--- config.mk ---
export PLATFORM = sky130hd
export DESIGN_NAME = hazard_forward_ctrl
export DESIGN_NICKNAME = d
export VERILOG_FILES = /design/src/rtl/hazard_pkg.sv /design/src/rtl/mc_scoreboard.sv /design/src/rtl/hazard_forward_ctrl.sv
export SDC_FILE = /design/constraint.sdc
export NUM_CORES = 1
export LEC_CHECK = 0
export ABC_AREA = 1
export BUFFER_PORTS_ARGS = -buffer_cell sky130_fd_sc_hd__buf_2
export CAP_MARGIN = 20
export CORE_UTILIZATION = 29
export CTS_CLUSTER_DIAMETER = 50
export DETAILED_ROUTE_END_ITERATION = 6
export PLACE_DENSITY = 0.87
export SETUP_SLACK_MARGIN = 0.02
export SYNTH_ARGS = -nofsm -noshare
export SYNTH_HDL_FRONTEND = slang
export SYNTH_SLANG_ARGS = --single-unit
--- constraint.sdc ---
create_clock -name clk -period 1.2 [get_ports clk]
set_input_delay 0.06 -clock clk [delete_from_list [all_inputs] [get_ports clk]]
set_output_delay 0.06 -clock clk [all_outputs]
set_load 0.005 [all_outputs]
--- src/rtl/hazard_pkg.sv ---
// rtl/hazard_pkg.sv - forward-select encoding, RV32I opcodes and operand-use decode for the hazard block
package hazard_pkg;

  typedef enum logic [1:0] {
    FWD_RF  = 2'b00,
    FWD_WB  = 2'b01,
    FWD_MEM = 2'b10
  } fwd_sel_e;

  typedef enum logic {
    SB_IDLE = 1'b0,
    SB_BUSY = 1'b1
  } sb_state_e;

  localparam logic [6:0] OP     = 7'b0110011;
  localparam logic [6:0] OP_IMM = 7'b0010011;
  localparam logic [6:0] LOAD   = 7'b0000011;
  localparam logic [6:0] STORE  = 7'b0100011;
  localparam logic [6:0] BRANCH = 7'b1100011;
  localparam logic [6:0] LUI    = 7'b0110111;
  localparam logic [6:0] AUIPC  = 7'b0010111;
  localparam logic [6:0] JAL    = 7'b1101111;
  localparam logic [6:0] JALR   = 7'b1100111;

  localparam logic [6:0] FUNCT7_MULDIV = 7'b0000001;

  function automatic logic uses_rs1(input logic [6:0] opcode);
    return (opcode != LUI) && (opcode != AUIPC) && (opcode != JAL);
  endfunction

  function automatic logic uses_rs2(input logic [6:0] opcode);
    return (opcode == OP) || (opcode == STORE) || (opcode == BRANCH);
  endfunction

  function automatic logic writes_rd(input logic [6:0] opcode);
    return (opcode == OP) || (opcode == OP_IMM) || (opcode == LOAD) ||
           (opcode == LUI) || (opcode == AUIPC) || (opcode == JAL) || (opcode == JALR);
  endfunction

endpackage

--- src/rtl/mc_scoreboard.sv ---
// rtl/mc_scoreboard.sv - single-entry tracker for one outstanding multicycle result
// Watchdog and sticky timeout flag exist only under HAZARD_FWD_MC_TIMEOUT_EN.
module mc_scoreboard #(
  parameter int REG_AW   = 5,
  parameter int MC_CNT_W = 6
`ifdef HAZARD_FWD_MC_TIMEOUT_EN
  ,
  parameter int MC_TIMEOUT = 40
`endif
) (
  input  logic              clk,
  input  logic              reset_n,
  input  logic              mc_issue_i,
  input  logic [REG_AW-1:0] issue_rd_i,
  input  logic              mc_done_i,
  output logic              mc_busy_o,
  output logic [REG_AW-1:0] mc_rd_o
`ifdef HAZARD_FWD_MC_TIMEOUT_EN
  ,
  output logic              mc_timeout_err_o
`endif
);
  import hazard_pkg::*;

  sb_state_e           state_q, state_d;
  logic [REG_AW-1:0]   rd_q, rd_d;
  logic [MC_CNT_W-1:0] cnt_q, cnt_d;
  logic                timeout;

`ifdef HAZARD_FWD_MC_TIMEOUT_EN
  localparam logic [MC_CNT_W-1:0] TIMEOUT_CNT = MC_CNT_W'(MC_TIMEOUT);

  logic err_q, err_d;

  assign timeout          = (state_q == SB_BUSY) && (cnt_q == TIMEOUT_CNT);
  assign err_d            = err_q | (timeout & ~mc_done_i);
  assign mc_timeout_err_o = err_q;

  always_ff @(posedge clk or negedge reset_n) begin
    if (!reset_n) begin
      err_q <= 1'b0;
    end else begin
      err_q <= err_d;
    end
  end
`else
  assign timeout = 1'b0;
`endif

  always_ff @(posedge clk or negedge reset_n) begin
    if (!reset_n) begin
      state_q <= SB_IDLE;
      rd_q    <= '0;
      cnt_q   <= '0;
    end else begin
      state_q <= state_d;
      rd_q    <= rd_d;
      cnt_q   <= cnt_d;
    end
  end

  // A fresh issue wins over a retiring one so back-to-back ops stay tracked.
  always_comb begin
    state_d = state_q;
    rd_d    = rd_q;
    cnt_d   = cnt_q;
    if (state_q == SB_BUSY) begin
      if (cnt_q != '1) begin
        cnt_d = cnt_q + {{(MC_CNT_W-1){1'b0}}, 1'b1};
      end
      if (mc_done_i || timeout) begin
        state_d = SB_IDLE;
        rd_d    = '0;
      end
    end
    if (mc_issue_i && (issue_rd_i != '0)) begin
      state_d = SB_BUSY;
      rd_d    = issue_rd_i;
      cnt_d   = '0;
    end
  end

  assign mc_busy_o = (state_q == SB_BUSY);
  assign mc_rd_o   = rd_q;

endmodule

--- src/rtl/hazard_forward_ctrl.sv ---
// rtl/hazard_forward_ctrl.sv - EX forwarding, load-use and multicycle-scoreboard stall control
// Optional multicycle watchdog: HAZARD_FWD_MC_TIMEOUT_EN.
module hazard_forward_ctrl #(
  parameter int REG_AW   = 5,
  parameter int MC_CNT_W = 6
`ifdef HAZARD_FWD_MC_TIMEOUT_EN
  ,
  parameter int MC_TIMEOUT = 40
`endif
) (
  input  logic              clk,
  input  logic              reset_n,
  input  logic [31:0]       inst_data_ID,
  input  logic [31:0]       inst_data_EX,
  input  logic [31:0]       inst_data_MEM,
  input  logic [31:0]       inst_data_WB,
  input  logic              regwrite_EX,
  input  logic              regwrite_MEM,
  input  logic              regwrite_WB,
  input  logic              memread_EX,
  input  logic              mc_issue_EX,
  input  logic              mc_done,
  output logic [1:0]        forward1,
  output logic [1:0]        forward2,
  output logic              stall_IF,
  output logic              stall_ID,
  output logic              flush_EX,
  output logic              mc_busy,
  output logic [REG_AW-1:0] mc_rd
`ifdef HAZARD_FWD_MC_TIMEOUT_EN
  ,
  output logic              mc_timeout_err
`endif
);
  import hazard_pkg::*;

  logic [6:0]        opc_id;
  logic [6:0]        funct7_id;
  logic [REG_AW-1:0] rs1_id, rs2_id, rd_id;
  logic [REG_AW-1:0] rs1_ex, rs2_ex, rd_ex;
  logic [REG_AW-1:0] rd_mem, rd_wb;
  logic              use1_id, use2_id, wr_id;
  logic              mem_fwd_ok, wb_fwd_ok;
  logic              load_use, sb_hazard, stall;
  fwd_sel_e          fwd1, fwd2;

  assign opc_id    = inst_data_ID[6:0];
  assign funct7_id = inst_data_ID[31:25];
  assign rd_id     = inst_data_ID[7 +: REG_AW];
  assign rs1_id    = inst_data_ID[15 +: REG_AW];
  assign rs2_id    = inst_data_ID[20 +: REG_AW];
  assign rd_ex     = inst_data_EX[7 +: REG_AW];
  assign rs1_ex    = inst_data_EX[15 +: REG_AW];
  assign rs2_ex    = inst_data_EX[20 +: REG_AW];
  assign rd_mem    = inst_data_MEM[7 +: REG_AW];
  assign rd_wb     = inst_data_WB[7 +: REG_AW];

  assign use1_id = uses_rs1(opc_id);
  assign use2_id = uses_rs2(opc_id);
  assign wr_id   = writes_rd(opc_id);

  assign mem_fwd_ok = regwrite_MEM && (rd_mem != '0);
  assign wb_fwd_ok  = regwrite_WB && (rd_wb != '0);

  always_comb begin
    fwd1 = FWD_RF;
    fwd2 = FWD_RF;
    if (mem_fwd_ok && (rd_mem == rs1_ex)) begin
      fwd1 = FWD_MEM;
    end else if (wb_fwd_ok && (rd_wb == rs1_ex)) begin
      fwd1 = FWD_WB;
    end
    if (mem_fwd_ok && (rd_mem == rs2_ex)) begin
      fwd2 = FWD_MEM;
    end else if (wb_fwd_ok && (rd_wb == rs2_ex)) begin
      fwd2 = FWD_WB;
    end
  end

  assign forward1 = fwd1;
  assign forward2 = fwd2;

  assign load_use = memread_EX && regwrite_EX && (rd_ex != '0) &&
                    ((use1_id && (rs1_id == rd_ex)) || (use2_id && (rs2_id == rd_ex)));

  // mc_done releases the stall immediately; the result reaches ID via WB forwarding.
  assign sb_hazard = mc_busy && !mc_done &&
                     ((use1_id && (rs1_id == mc_rd)) ||
                      (use2_id && (rs2_id == mc_rd)) ||
                      (wr_id && (rd_id == mc_rd)) ||
                      ((opc_id == OP) && (funct7_id == FUNCT7_MULDIV)));

  assign stall    = reset_n && (load_use || sb_hazard);
  assign stall_IF = stall;
  assign stall_ID = stall;
  assign flush_EX = stall;

  mc_scoreboard #(
    .REG_AW   (REG_AW),
    .MC_CNT_W (MC_CNT_W)
`ifdef HAZARD_FWD_MC_TIMEOUT_EN
    ,
    .MC_TIMEOUT (MC_TIMEOUT)
`endif
  ) u_mc_scoreboard (
    .clk        (clk),
    .reset_n    (reset_n),
    .mc_issue_i (mc_issue_EX),
    .issue_rd_i (rd_ex),
    .mc_done_i  (mc_done),
    .mc_busy_o  (mc_busy),
    .mc_rd_o    (mc_rd)
`ifdef HAZARD_FWD_MC_TIMEOUT_EN
    ,
    .mc_timeout_err_o (mc_timeout_err)
`endif
  );

  logic unused_inst_bits;
  assign unused_inst_bits = ^{inst_data_ID[14:12],
                              inst_data_EX[31:25], inst_data_EX[14:12], inst_data_EX[6:0],
                              inst_data_MEM[31:12], inst_data_MEM[6:0],
                              inst_data_WB[31:12], inst_data_WB[6:0]};

endmodule
==> results.cfg, run 1 <==
[cells_and_area]
finalInstanceArea_um2 = 1690
drive_gt1_share_pct = 38.5
fill_cells = 403
multiInputGateArea_um2 = 841
antenna_cells = 0
fin_nets = 426
syn_to_final_growth_pct = 50.1
area.sequential_um2 = 154

[place]
gp_congestion = 0.933
dpl-instance-area_um2 = 1580
portBuffers = 74
dp_hpwl_um = 3000

[floorplanning]
dieArea_um2 = 4130
die_y_um = 64.2
io_pins = 149
core_um2 = 3690
start_util_pct = 30.5
fp-row-count = 22
die_x_um = 64.2

[global_route]
grt_pass1_wl_um = 5690
grt_max_degree = 7
grt_pass1_vias = 1426
grt_usage_pct = 17.7
antenna_found_initial = 0
grt-ovfl-total = 0

[clock_tree]
htree_num_levels = 1
cts.sinks = 6
cts_buffers = 3
clk_pin_slew_ps = 40
tritoncts = yes
clock_path_buffers = 2
cts_root_buf = clkbuf_8
clock_latency_ps = 220

[status]
run_status = complete, but fails checks
violations = setup timing

[hold_path]
hold_end = u_mc_scoreboard.mc_busy_o
min_path_cells = 2
hp-start = mc_done
timing.hold.worst.class = input port to flip-flop

[synth]
ys.flop_type = dfrtp_1
synth_seq_cells = 6
synth_area_um2 = 1120
syn_nets = 338
synth_top_cell_by_area = nand2_1
async_flop_share_pct = 100
synth_edf_count = 0
ys_seq_area_share_pct = 13.4
syn_inst = 202
synth.distinct_cells = 20
ys_warn_count = 0
netlist_top_cells_area = nand2_1, xnor2_1, dfrtp_1
postSynthAreaPerCell_um2 = 5.56
synth_commonest_cells = nand2_1, inv_1, nor2_1
yosysMostFrequentCell = nand2_1
yosysTopAreaCellShare_pct = 23.7

[critical_path]
worstPathArrival_ps = 1550
crit_chain = buf_4 -> xnor2_1 -> nand4_1 -> nand3_2 -> nand2_2 -> a21oi_2 -> buf_2
cp.required_ps = 1140
critPathLaunchType = flip-flop
worst-r2r-setup-slack_ps = 260
worstSetupPathType = flip-flop to output pin
end_kind = output pin
r2r_cells = 4
path_max_fanout = 5
cp_slowest_stage_delay_ps = 430
r2r_end = u_mc_scoreboard.mc_rd_o[2]
reg2reg_from = u_mc_scoreboard.mc_rd_o[2]
critPathSlowestCell = dfrtp_2

[timing]
maxSlewViolCount = 0
setup-tns-final_ps = -1230
tightest_slew_ps = 289
finalHoldViolCount = 0
layout_min_cycle_time_ps = 1610
setup_slack_ps = -411
hold-worst-slack_ps = 85.0
finClkSkew_ps = 5.07
slew-limit-headroom_pct = 80.6
setup-violations-final = 3
rsz0062_at_grt = true
fmax_mhz = 621
min_period_over_period_pct = 134

[pwr]
power_density_nw_per_um2 = 633
irDropWorstVdd_uv = 569
total_power_mw = 1.07
leakagePower_nw = 0.985

[routing]
routed_wl_um = 3700
drcViolationCount = 0
dr_total_vias = 1541
wl_per_cell_um = 11.0
drt_first_iter_violations = 50
route.antenna.remaining_nets = 0
drtPass1Iterations = 4
viasPerCell = 4.59

[flow_run]
maxCapViolations = 0
## worst max path at each step
stage | slack (ps) | from | end
6_report | -410 | u_mc_scoreboard.mc_rd_o[4] | flush_EX
3_5_place_dp | -160 | u_mc_scoreboard.mc_rd_o[0] | flush_EX
4_1_cts | -390 | u_mc_scoreboard.mc_rd_o[0] | flush_EX
5_1_grt | -510 | u_mc_scoreboard.mc_rd_o[1] | stall_ID
3_3_place_gp | -120 | u_mc_scoreboard.mc_rd_o[0] | stall_ID
2_1_floorplan | -70 | u_mc_scoreboard.mc_rd_o[4] | stall_ID
## worst max-delay path, delay by kind of cell, from the launching register on
family / cells / cell delay [ps]
and+or+nand+nor: 3 / 300
AOI/OAI and AO/OA: 1 / 160
xor gates and xnor gates: 1 / 150
buffers and inverters: 2 / 290
DFF: 1 / 430
## through the flow
step,cells,setup WS [ps],util [%]
after global placement,327,-125,42.7
after floorplan,202,-68.2,-
after global routing,336,-507,45.7
after CTS,335,-387,44.9
after detailed placement,327,-156,42.7
final,336,-411,45.7
## placed cells by master, fill, tap and decap left out, drive strengths merged, types with 2 or more instances in the layout
cell type | netlist | routed
dfrtp | 6 | 6
nand4 | 5 | 5
xor2 | 10 | 10
clkbuf | 0 | 3
xnor2 | 18 | 18
buf | 2 | 84
nor4 | 2 | 2
nor2 | 25 | 25
o21ai | 3 | 3
a21oi | 2 | 2
nand2 | 71 | 71
inv | 36 | 36
nand3 | 13 | 13
nor3 | 4 | 4
o22ai | 4 | 4
## cells by family after synthesis
kind of cell,count (synthesis),share of synthesized area [%]
buffers and inverters,38,13.4
flip-flops,6,13.4
AO/OA/AOI/OAI,10,5.46
XOR/XNOR,28,21.8
AND/OR/NAND/NOR,120,46.0
## what timing repair did
action	4_1_cts	5_1_grt
pin swaps	0	3
endpoints found under the hold margin	6	0
setup buffers	4	1
hold buffers	1	0
setup endpoints to repair	3	3
gates resized for setup	0	10
## layout make-up
cell class                 count  area share (%)
multi-input combinational    158            49.9
tap                           48            3.56
sequential                     6            9.12
timing repair buffer          85            27.0
inverter                      36            8.01
clock buffer                   3            2.45
## state kept, by name (all words and copies together), names as in the netlist
name / flops
u_mc_scoreboard.mc_rd_o: 5
u_mc_scoreboard.mc_busy_o: 1
## power by group
group,leakage [nW],internal (mW),switching [mW]
Sequential,0.0695,0.223,0.0249
Combinational,0.893,0.253,0.268
Clock,0.0216,0.215,0.0848
Total,0.985,0.691,0.377
## routing by layer
metal / global-route usage, % / vias up / share of wire (%)
met2: 35.4 / 66 / 52
met1: 17.8 / 684 / 39
met3: 3.21 / 2 / 7.7
met4: 5.83 / 0 / 0.41
met5: 0 / - / 0
li1: - / 789 / -
Power figures use the tool's default switching activity.
==> run 2, diff against run 1 <==
==> constraint.sdc (replaced) <==
create_clock -name clk -period 1.4 [get_ports clk]
set_input_delay 0.07 -clock clk [delete_from_list [all_inputs] [get_ports clk]]
set_output_delay 0.07 -clock clk [all_outputs]
set_load 0.005 [all_outputs]
==> results.cfg, run 2 (same netlist as run 1, synthesis figures left out) <==
[status]
run_status = complete, but fails checks
violations = setup timing

[routing]
drtPass1Iterations = 4
route.antenna.remaining_nets = 0
dr_total_vias = 1474
wl_per_cell_um = 10.2
viasPerCell = 4.48
routed_wl_um = 3370
drt_first_iter_violations = 36
drcViolationCount = 0

[global_route]
antenna_found_initial = 0
grt_max_degree = 8
grt-ovfl-total = 0
grt_pass1_wl_um = 5510
grt_usage_pct = 16.7
grt_pass1_vias = 1420

[clock_tree]
cts.sinks = 6
clk_pin_slew_ps = 30
clock_path_buffers = 2
cts_buffers = 3
cts_root_buf = clkbuf_8
tritoncts = yes
clock_latency_ps = 230
htree_num_levels = 1

[critical_path]
cpMostUsedCell = nand2_1
crit_chain = inv_2 -> nand2_1 -> nand2_1 -> nand3_1 -> nor2_2 -> nand2_1 -> nand3_1 -> nand2_1 -> a21oi_2 -> buf_2
end_kind = output pin
cp_slowest_stage_delay_ps = 420
worstSetupPathType = flip-flop to output pin
reg2reg_from = u_mc_scoreboard.mc_rd_o[1]
critPathLaunchType = flip-flop
path_max_fanout = 5
crit_path_start = u_mc_scoreboard.mc_rd_o[1]
worstPathArrival_ps = 1550
cp.required_ps = 1330
critPathSlowestCell = dfrtp_1

[pwr]
power_density_nw_per_um2 = 547
internal_power_uw = 569
p_sw_share_pct = 35.7
leakagePower_nw = 0.946
total_power_uw = 884
seq_power_share_pct = 23.8
irDropWorstVdd_uv = 481
clock_power_share_pct = 29.8
combPwrFrac_pct = 46.3
p_sw_uw = 315

[floorplanning]
die_y_um = 64.2
core_um2 = 3690
fp-row-count = 22
start_util_pct = 30.5
die_x_um = 64.2
dieArea_um2 = 4130
io_pins = 149

[hold_path]
hp-start = mc_done
timing.hold.worst.class = input port to flip-flop

[timing]
slew-limit-headroom_pct = 82.3
finalHoldViolCount = 0
maxSlewViolCount = 0
layout_min_cycle_time_ps = 1620
setup-violations-final = 3
tightest_slew_ps = 264
min_period_over_period_pct = 116
setup_slack_ps = -222
rsz0062_at_grt = true
finClkSkew_ps = 0.732
fmax_mhz = 617

[place]
portBuffers = 74
dp_hpwl_um = 2900
dp_slack_ps = 32.6
gp_congestion = 0.855

[cells_and_area]
antenna_cells = 0
fin_nets = 419
final_cell_mix = buf_2, nand2_1, inv_1, nor2_1, xnor2_1
syn_to_final_growth_pct = 43.9
drive_gt1_share_pct = 34.2
largest_reg_flops = 5
final_common_cell = buf_2

[flow_run]
maxCapViolations = 0
==> run 2: cell types whose count changed in the layout (fill, tap and decap cells not counted), sizes merged <==
cell	delta
buf	-7
==> run 2: critical path, delay by kind of cell, from the launching register on <==
family / cells / cell delay (ps)
simple gates: 7 / 530
compound gates: 1 / 150
buf+inv: 2 / 240
flops: 1 / 420
==> run 2: path summary, 6_finish.rpt <==
path | depth (start not counted) | slack [ps] | end
max in group asynchronous | 2 | 1030 | u_mc_scoreboard.mc_rd_o[3]
max reg2reg | 4 | 470 | u_mc_scoreboard.mc_rd_o[1]
min in group asynchronous | 2 | 200 | u_mc_scoreboard.mc_busy_o
min | 2 | 60 | u_mc_scoreboard.mc_busy_o
min reg2reg | 2 | 580 | u_mc_scoreboard.mc_busy_o
max | 10 | -220 | stall_ID
==> run 2: power groups by stage <==
stage          Clock, mW  Combinational, mW  Sequential (mW)
2_1_floorplan          0              0.210            0.210
6_report           0.264              0.410            0.211
3_3_place_gp           0              0.383            0.211
3_5_place_dp           0              0.394            0.212
5_1_grt            0.269              0.459            0.213
4_1_cts            0.267              0.402            0.210
==> run 2: repair_timing <==
item | in CTS | in global routing
endpoints found under the setup margin | 3 | 3
gates resized for setup | 0 | 2
hold buffers | 1 | 0
hold endpoints to repair | 6 | 0
setup buffers | 1 | 2
cloned | 0 | 0
==> run 2: layer usage <==
| metal | GRT usage, % | part of all wire [%] |
|---|---|---|
| met5 | 0 | 0 |
| met4 | 6.67 | 1.7 |
| met3 | 1.07 | 7.7 |
| met2 | 33.7 | 51 |
| met1 | 17.4 | 39 |
==> run 2: layout make-up <==
| class | instances | area [µm²] |
|---|---|---|
| clock buffer | 3 | 41.3 |
| timing repair buffer | 78 | 403 |
| tap | 48 | 60.1 |
| fill | 406 | 2070 |
| inverter | 36 | 135 |
| sequential | 6 | 151 |
| multi-input combinational | 158 | 826 |
==> run 2: through the flow <==
stage	utilization [%]	setup TNS (ps)	hold slack, ps	cell area, µm²	cells
after floorplan	-	0	-226	1120	202
after global placement	41.7	0	-91.1	1540	322
after detailed placement	41.7	0	-89.5	1540	322
after CTS	43.3	-635	58.6	1600	327
after global routing	43.8	-1140	62.6	1620	329
final	43.8	-664	58.4	1620	329
==> run 3, diff against run 2 <==
--- a/config.mk
+++ b/config.mk
@@ -5,14 +5,14 @@
 export SDC_FILE = /design/constraint.sdc
 export NUM_CORES = 1
 export LEC_CHECK = 0
-export ABC_AREA = 1
 export BUFFER_PORTS_ARGS = -buffer_cell sky130_fd_sc_hd__buf_2
 export CAP_MARGIN = 20
-export CORE_UTILIZATION = 29
+export CORE_UTILIZATION = 25
 export CTS_CLUSTER_DIAMETER = 50
 export DETAILED_ROUTE_END_ITERATION = 6
-export PLACE_DENSITY = 0.87
-export SETUP_SLACK_MARGIN = 0.02
+export PLACE_DENSITY = 0.85
+export SETUP_SLACK_MARGIN = 0.1
+export SKIP_CTS_REPAIR_TIMING = 1
 export SYNTH_ARGS = -nofsm -noshare
 export SYNTH_HDL_FRONTEND = slang
 export SYNTH_SLANG_ARGS = --single-unit
==> results.cfg, run 3 <==
[clock_tree]
tritoncts = yes
cts_root_buf = clkbuf_4
clock_path_buffers = 2
cts.sinks = 6
htree_num_levels = 1
clock_latency_ps = 240
clk_pin_slew_ps = 40
cts_buffers = 3

[hold_path]
timing.hold.worst.class = input port to flip-flop

[timing]
min_period_over_period_pct = 133
finalHoldViolCount = 0
rsz0062_at_grt = true
finClkSkew_ps = 0.572
setup-violations-final = 4
slew-limit-headroom_pct = 76.6
setup-tns-final_ps = -1420
setup_slack_ps = -457
layout_min_cycle_time_ps = 1860
fmax_mhz = 538
maxSlewViolCount = 0
tightest_slew_ps = 348

[pwr]
clock_power_share_pct = 18.9
p_sw_share_pct = 34.5
irDropWorstVdd_uv = 410
leakagePower_nw = 0.780
internal_power_uw = 541
combPwrFrac_pct = 55.2
seq_power_share_pct = 25.9
power_density_nw_per_um2 = 486
p_sw_uw = 285

[synth]
netlist_top_cells_area = xor2_1, dfrtp_1, xnor2_1
synth.distinct_cells = 27
synth_edf_count = 0
synth_commonest_cells = xor2_1, xnor2_1, dfrtp_1, nor3_1
ys_seq_area_share_pct = 16.4
async_flop_share_pct = 100
yosysTopAreaCellShare_pct = 27.8
ys.flop_type = dfrtp_1
syn_inst = 105
yosysMostFrequentCell = xor2_1
postSynthAreaPerCell_um2 = 8.70
syn_nets = 241
synth_area_um2 = 913
synth_top_cell_by_area = xor2_1
synth_seq_cells = 6
ys_warn_count = 0

[cells_and_area]
final_cell_mix = buf_2, xor2_1, buf_4, xnor2_1, buf_6
drive_gt1_share_pct = 58.3
largest_reg_flops = 5
final_common_cell = buf_2
fin_nets = 342
finalInstanceArea_um2 = 1700
antenna_cells = 0
syn_to_final_growth_pct = 86.2

[routing]
drt_first_iter_violations = 66
drcViolationCount = 0
wl_per_cell_um = 13.3
dr_total_vias = 1175
viasPerCell = 4.70
drtPass1Iterations = 4
routed_wl_um = 3320
route.antenna.remaining_nets = 0

[global_route]
grt_usage_pct = 14.3
grt-ovfl-total = 0
grt_pass1_wl_um = 4580
antenna_found_initial = 0
grt_max_degree = 9
grt_pass1_vias = 1081

[status]
violations = setup timing
run_status = complete, but fails checks

[place]
portBuffers = 74
dp_hpwl_um = 2590
gp_congestion = 0.879
dpl-instance-area_um2 = 1480

[flow_run]
maxCapViolations = 0

[critical_path]
worstPathArrival_ps = 1790
end_kind = output pin
critPathLaunchType = flip-flop
worstSetupPathType = flip-flop to output pin
path_max_fanout = 4
cp.required_ps = 1330

[floorplanning]
fp-row-count = 21
die_y_um = 62.4
start_util_pct = 26.7
die_x_um = 62.4
core_um2 = 3420
io_pins = 149
dieArea_um2 = 3900
[run 3: cell types whose count changed after synthesis, sizes merged, moves of 6 or more]
| cell | before | now |
|---|---|---|
| inv | 36 | 1 |
| nand2 | 71 | 1 |
| nand3 | 13 | 3 |
| nor2 | 25 | 3 |
| or4 | 0 | 6 |
| xor2 | 10 | 29 |
[run 3: cell families (layout without fill, tap and decap cells)]
family	count (synthesis)	in the layout	synth area share [%]
xor gates and xnor gates	45	45	43.1
and+or+nand+nor	34	34	24.0
AOI/OAI and AO/OA	17	17	14.4
buffers and inverters	3	102	2.05
DFF	6	6	16.4
[run 3: area by class of cell]
| cell class | instances | area [µm²] |
|---|---|---|
| well taps | 46 | 57.6 |
| inverters | 1 | 3.75 |
| flip-flops and latches | 6 | 154 |
| clock buffers | 3 | 22.5 |
| multi-input cells | 96 | 843 |
| fillers | 341 | 1720 |
| repair buffers | 98 | 619 |
[run 3: path summary, 6_finish.rpt]
kind | startpoint | end | slack (ps) | depth (start not counted)
worst max-delay path | u_mc_scoreboard.mc_rd_o[4] | stall_ID | -460 | 6
worst min-delay path | mc_done | u_mc_scoreboard.mc_busy_o | 80 | 2
worst max register to register | u_mc_scoreboard.mc_rd_o[4] | u_mc_scoreboard.mc_rd_o[4] | 430 | 3
worst min register to register | u_mc_scoreboard.mc_rd_o[0] | u_mc_scoreboard.mc_rd_o[0] | 700 | 2
max in group asynchronous | reset_n | u_mc_scoreboard.mc_rd_o[3] | 870 | 2
min in group asynchronous | reset_n | u_mc_scoreboard.mc_rd_o[2] | 280 | 2
[run 3: power groups by stage]
stage | clock (mW) | sequential, mW | combinational, mW
global route | 0.177 | 0.216 | 0.496
floorplan | 0 | 0.214 | 0.150
global placement | 0 | 0.212 | 0.377
CTS | 0.162 | 0.211 | 0.388
detailed placement | 0 | 0.213 | 0.386
finish | 0.157 | 0.214 | 0.456
[run 3: critical path, stage by stage (launching register included)]
cell and delay, ps:
dfrtp_2 420, xor2_1 200, nor3_2 80, nand4_1 90, a21oi_1 60, or4_4 560, buf_6 150
[run 3: per-layer routing]
layer | track usage [%] | wire (µm)
met5 | 0 | 0
met4 | 4.36 | 35
met1 | 19.4 | 1370
met3 | 0.912 | 147
met2 | 24.2 | 1760
[run 3: through the flow]
step	worst slack (ps)	utilization (%)	hold slack, ps	power [mW]	std cells
2_1_floorplan	-146	-	-226	0.365	105
3_3_place_gp	-312	43.3	-86.9	0.590	243
3_5_place_dp	-330	43.3	-85.2	0.599	243
4_1_cts	-482	44.0	-347	0.761	246
5_1_grt	-552	49.8	110	0.889	250
6_report	-457	49.8	84.8	0.826	250
